[config.mk]
export PLATFORM = sky130hd
export DESIGN_NAME = reg_access_ctrl
export DESIGN_NICKNAME = d
export VERILOG_FILES = /design/src/rtl/reg_file_pkg.sv /design/src/rtl/reg_access_ctrl.sv
export SDC_FILE = /design/constraint.sdc
export NUM_CORES = 1
export LEC_CHECK = 0
export BUFFER_PORTS_ARGS = -buffer_cell sky130_fd_sc_hd__buf_2
export CAP_MARGIN = 15
export CORE_AREA = 2 2 105 107
export DETAILED_ROUTE_END_ITERATION = 8
export DIE_AREA = 0 0 107 109
export PLACE_DENSITY = 0.78
export SLEW_MARGIN = 30
export SYNTH_ARGS = -nofsm -noshare
export SYNTH_HDL_FRONTEND = slang
export SYNTH_SLANG_ARGS = --single-unit
[constraint.sdc]
create_clock -name sys_clk -period 2.8 [get_ports sys_clk]
set_input_delay 0.84 -clock sys_clk [delete_from_list [all_inputs] [get_ports sys_clk]]
set_output_delay 0.84 -clock sys_clk [all_outputs]
set_load 0.1 [all_outputs]
[src/rtl/reg_file_pkg.sv]
// Shared types and constants for the register-file access sequencer.
// States, rf port encodings and default widths.
package reg_file_pkg;

  localparam int DEF_REG_IDX_WIDTH = 5;
  localparam int DEF_DATA_WIDTH    = 32;
  localparam int REG_ZERO          = 0;

  localparam logic RF_OP_NONE   = 1'b0;
  localparam logic RF_OP_ACCESS = 1'b1;
  localparam logic RF_RW_READ   = 1'b0;
  localparam logic RF_RW_WRITE  = 1'b1;

  typedef enum logic [2:0] {
    ST_IDLE,
    ST_RD1,
    ST_RD2,
    ST_RSP,
    ST_WR
  } state_e;

endpackage

[src/rtl/reg_access_ctrl.sv]
// Serializes operand reads and writebacks onto a single-port regfile.
// Writes win over reads; x0 never touches the regfile.
module reg_access_ctrl
  import reg_file_pkg::*;
#(
  parameter int REG_IDX_WIDTH = DEF_REG_IDX_WIDTH,
  parameter int DATA_WIDTH    = DEF_DATA_WIDTH
) (
  input  logic                     sys_clk,
  input  logic                     sys_rst,
  input  logic                     rd_req_valid,
  output logic                     rd_req_ready,
  input  logic [REG_IDX_WIDTH-1:0] rd_rs1,
  input  logic [REG_IDX_WIDTH-1:0] rd_rs2,
  output logic                     rd_rsp_valid,
  input  logic                     rd_rsp_ready,
  output logic [DATA_WIDTH-1:0]    rd_rs1_data,
  output logic [DATA_WIDTH-1:0]    rd_rs2_data,
  input  logic                     wb_valid,
  output logic                     wb_ready,
  input  logic [REG_IDX_WIDTH-1:0] wb_rd,
  input  logic [DATA_WIDTH-1:0]    wb_data,
  output logic                     rf_op,
  output logic                     rf_rw,
  output logic [REG_IDX_WIDTH-1:0] rf_reg_idx,
  output logic [DATA_WIDTH-1:0]    rf_data_w,
  input  logic [DATA_WIDTH-1:0]    rf_data_r
);

  localparam logic [REG_IDX_WIDTH-1:0] IDX0 =
    REG_IDX_WIDTH'(REG_ZERO);

  state_e                   state_q, state_d;
  logic [REG_IDX_WIDTH-1:0] rs1_q, rs1_d;
  logic [REG_IDX_WIDTH-1:0] rs2_q, rs2_d;
  logic                     op_q, op_d;
  logic                     rw_q, rw_d;
  logic [REG_IDX_WIDTH-1:0] idx_q, idx_d;
  logic [DATA_WIDTH-1:0]    dw_q, dw_d;
  logic [DATA_WIDTH-1:0]    d1_q, d1_d;
  logic [DATA_WIDTH-1:0]    d2_q, d2_d;

  assign wb_ready     = (state_q == ST_IDLE);
  assign rd_req_ready = (state_q == ST_IDLE) && !wb_valid;
  assign rd_rsp_valid = (state_q == ST_RSP);
  assign rd_rs1_data  = d1_q;
  assign rd_rs2_data  = d2_q;
  assign rf_op        = op_q;
  assign rf_rw        = rw_q;
  assign rf_reg_idx   = idx_q;
  assign rf_data_w    = dw_q;

  // Next-state and rf port decode; read data is captured the edge after an access
  always_comb begin
    state_d = state_q;
    rs1_d   = rs1_q;
    rs2_d   = rs2_q;
    op_d    = op_q;
    rw_d    = rw_q;
    idx_d   = idx_q;
    dw_d    = dw_q;
    d1_d    = d1_q;
    d2_d    = d2_q;
    unique case (state_q)
      ST_IDLE: begin
        op_d = RF_OP_NONE;
        if (wb_valid) begin
          if (wb_rd != IDX0) begin
            op_d    = RF_OP_ACCESS;
            rw_d    = RF_RW_WRITE;
            idx_d   = wb_rd;
            dw_d    = wb_data;
            state_d = ST_WR;
          end
        end else if (rd_req_valid) begin
          rs1_d = rd_rs1;
          rs2_d = rd_rs2;
          d1_d  = '0;
          d2_d  = '0;
          if (rd_rs1 != IDX0) begin
            op_d    = RF_OP_ACCESS;
            rw_d    = RF_RW_READ;
            idx_d   = rd_rs1;
            state_d = ST_RD1;
          end else if (rd_rs2 != IDX0) begin
            op_d    = RF_OP_ACCESS;
            rw_d    = RF_RW_READ;
            idx_d   = rd_rs2;
            state_d = ST_RD1;
          end else begin
            state_d = ST_RSP;
          end
        end
      end
      ST_RD1: begin
        if (rs1_q != IDX0) begin
          d1_d = rf_data_r;
          if (rs2_q == rs1_q) d2_d = rf_data_r;
        end else begin
          d2_d = rf_data_r;
        end
        if (rs1_q != IDX0 && rs2_q != IDX0 &&
            rs2_q != rs1_q) begin
          op_d    = RF_OP_ACCESS;
          rw_d    = RF_RW_READ;
          idx_d   = rs2_q;
          state_d = ST_RD2;
        end else begin
          op_d    = RF_OP_NONE;
          state_d = ST_RSP;
        end
      end
      ST_RD2: begin
        d2_d    = rf_data_r;
        op_d    = RF_OP_NONE;
        state_d = ST_RSP;
      end
      ST_RSP: begin
        op_d = RF_OP_NONE;
        if (rd_rsp_ready) state_d = ST_IDLE;
      end
      ST_WR: begin
        op_d    = RF_OP_NONE;
        state_d = ST_IDLE;
      end
      default: begin
        op_d    = RF_OP_NONE;
        state_d = ST_IDLE;
      end
    endcase
  end

  // State and rf port registers; reset aborts any access in flight
  always_ff @(posedge sys_clk or negedge sys_rst) begin
    if (!sys_rst) begin
      state_q <= ST_IDLE;
      rs1_q   <= '0;
      rs2_q   <= '0;
      op_q    <= RF_OP_NONE;
      rw_q    <= RF_RW_READ;
      idx_q   <= '0;
      dw_q    <= '0;
      d1_q    <= '0;
      d2_q    <= '0;
    end else begin
      state_q <= state_d;
      rs1_q   <= rs1_d;
      rs2_q   <= rs2_d;
      op_q    <= op_d;
      rw_q    <= rw_d;
      idx_q   <= idx_d;
      dw_q    <= dw_d;
      d1_q    <= d1_d;
      d2_q    <= d2_d;
    end
  end

endmodule

==> flow_summary.ini <==
[global_routing]
grt_most_used_layer = met2
grt_overflow_total = 0
grt_use_met1_pct = 25.5
grt_pass1_wl_um = 18700
grt_util_met2_pct = 34.8
antenna_found_initial = 0
first_global_vias = 3882
use_met3_pct = 5.68
grt_max_degree = 117
track_usage_pct = 20.8

[yosys]
yosysMostFrequentCell = dfrtp_1
ys.flop_type = dfrtp_1
synth_common_cells = dfrtp_1 (116), nand2_1 (102), mux2_2 (42)
synth_seq_cells = 116
synth.net_count = 533
syn_avg_cell_area_um2 = 11.2
ys_types = 35
syn_area_um2 = 5020
synth_warnings = 0
async_flop_share_pct = 100
synthTopCellsByArea = dfrtp_1 (58%), mux2_2 (9.4%), nand2_1 (7.6%), mux2i_1 (6.4%), o21ai_0 (3.0%)
synth_top_cell_by_area = dfrtp_1
synth_enable_flop_cells = 0
synth_cells = 449
synth_top_cell_area_share_pct = 57.8
yosysSeqAreaShare_pct = 57.8

[clock_network]
cts_tree = built
numCtsBuffers = 17
clockRootBuffer = clkbuf_8
clk_latency_ns = 0.51
path_clk_slew_ns = 0.06
cts_setup_buffers = 0
clock-sinks = 116
ctsHoldBuffers = 0
cts_max_path_buffers = 2
cts_max_level = 4

[flow_run]
max-cap-violations = 0

[detailed_routing]
drt_iter0_markers = 179
drc = 0
postRouteAntennaNets = 0
routed_wl_um = 11900
first_pass_iters = 4
vias = 4004
avgRoutedWirePerCell_um = 15.0
viasPerCell = 5.04

[timing]
slew_headroom_pct = 60.2
whs_ns = 0.421
clock_skew_ns = 0.00660
finalSetupViolations = 0
post-route-min-period_ns = 2.66
fin_tns_setup_ns = 0
rsz0062_at_grt = false
tightestPinTransition_ns = 0.596
post-route-period-util_pct = 95.0
finalHoldViolCount = 0
clock.fmax_ghz = 0.376
slew_violations = 0

[die]
die_x_um = 107
pin_count = 190
rows = 38
chipHeight_um = 109
initial_core_util_pct = 47.3
die-area_um2 = 11700
fp.coreArea_um2 = 10600

[final_layout]
area_growth_pct = 34.5
drive_gt1_share_pct = 43.4
final_nets = 727
regArea_um2 = 2900
multi_input_area_um2 = 1860
fillers = 835
diodes = 0

[place]
port_buffers = 189
dp_hpwl_um = 8270
gp_congestion = 0.827

[critical_path]
cp-start-kind = flip-flop
crit_fanout = 8
crit_required_ns = 1.96
critical_path_arrival_ns = 1.82
path_class = flip-flop to output port
cp-end-kind = output port

[status]
status = completed

[worst_hold_path]
worstHoldPathType = primary input to async pin
==> placed cells by master (no fill, tap or decap), drive strengths merged, types with 2 or more instances in the layout <==
| master | n |
|---|---|
| buf | 198 |
| dfrtp | 116 |
| nand2 | 102 |
| mux2 | 47 |
| inv | 39 |
| o21ai | 36 |
| mux2i | 32 |
| clkbuf | 21 |
| nor2 | 8 |
| o31ai | 6 |
| clkinv | 6 |
| a21oi | 6 |
| a211oi | 4 |
| nor2b | 4 |
| xor2 | 3 |
| xnor2 | 3 |
| bufinv | 3 |
| or3 | 2 |
| nor3 | 2 |
| nor4 | 2 |
| a211o | 2 |
| a22o | 2 |
| or4 | 2 |
| nor3b | 2 |
==> stage by stage <==
step	cells	utilization [%]	setup WS (ns)	area, um^2
after floorplan	449	-	0.125	5020
after global placement	764	58.1	0.181	6160
after detailed placement	764	58.1	0.138	6160
after CTS	795	63.6	0.00621	6750
after global routing	795	63.7	0.0790	6750
final	795	63.7	0.140	6750
==> sequential cells by signal, indices dropped and copies added (netlist names) <==
| register | flops |
|---|---|
| state_q | 3 |
| rs1_q | 5 |
| rs2_q | 5 |
| rf_rw | 1 |
| rd_rs2_data | 32 |
| rf_reg_idx | 5 |
| rf_data_w | 32 |
| rf_op | 1 |
| rd_rs1_data | 32 |
==> path summary, 6_finish.rpt <==
path / startpoint / endpoint / slack [ns] / cells after the start
hold / removal: sys_rst / rd_rs2_data[18] / 0.42 / 2
hold reg to reg: rd_rs1_data[2] / rd_rs1_data[2] / 0.47 / 2
setup reg to reg: rs1_q[1] / rf_reg_idx[2] / 0.72 / 4
min in group sys_clk: rd_rs1_data[2] / rd_rs1_data[2] / 0.47 / 2
setup / recovery: state_q[0] / wb_ready / 0.14 / 3
max in group asynchronous: sys_rst / rd_rs2_data[28] / 1.94 / 2
==> routing by layer <==
| layer | vias to the layer above | wire length [um] |
|---|---|---|
| li1 | 1877 | - |
| met1 | 1957 | 4960 |
| met2 | 151 | 6030 |
| met3 | 19 | 695 |
| met4 | 0 | 243 |
| met5 | - | 0 |
==> logic make-up (layout without fill, tap and decap cells) <==
group / Yosys count / after routing / synth area share, %
XOR/XNOR: 6 / 6 / 1.05
AND/OR/NAND/NOR: 127 / 127 / 10.6
AO/OA/AOI/OAI: 59 / 59 / 7.85
flip-flops: 116 / 116 / 57.8
multiplexers: 79 / 79 / 17.3
buffers and inverters: 62 / 268 / 5.36
==> worst max-delay path: stages, from the launching register on <==
cell	delay [ns]
dfrtp_1	0.47
or3_1	0.43
inv_2	0.16
buf_6	0.24
==> timing repair <==
item,CTS,global route
endpoints found under the setup margin,1,1
endpoints found under the hold margin,0,0
gates resized for setup,1,2
==> area by class of cell <==
class                   count  area share, %
well taps                 140           2.59
repair buffers            198           16.1
clock inverters            10           1.95
multi-input cells         271           27.5
inverters                  39           2.17
flip-flops and latches    116           43.0
clock buffers              21           6.65
Power is not shown: default switching activity piles up to over one toggle a cycle in this logic, so the estimate is an artifact.
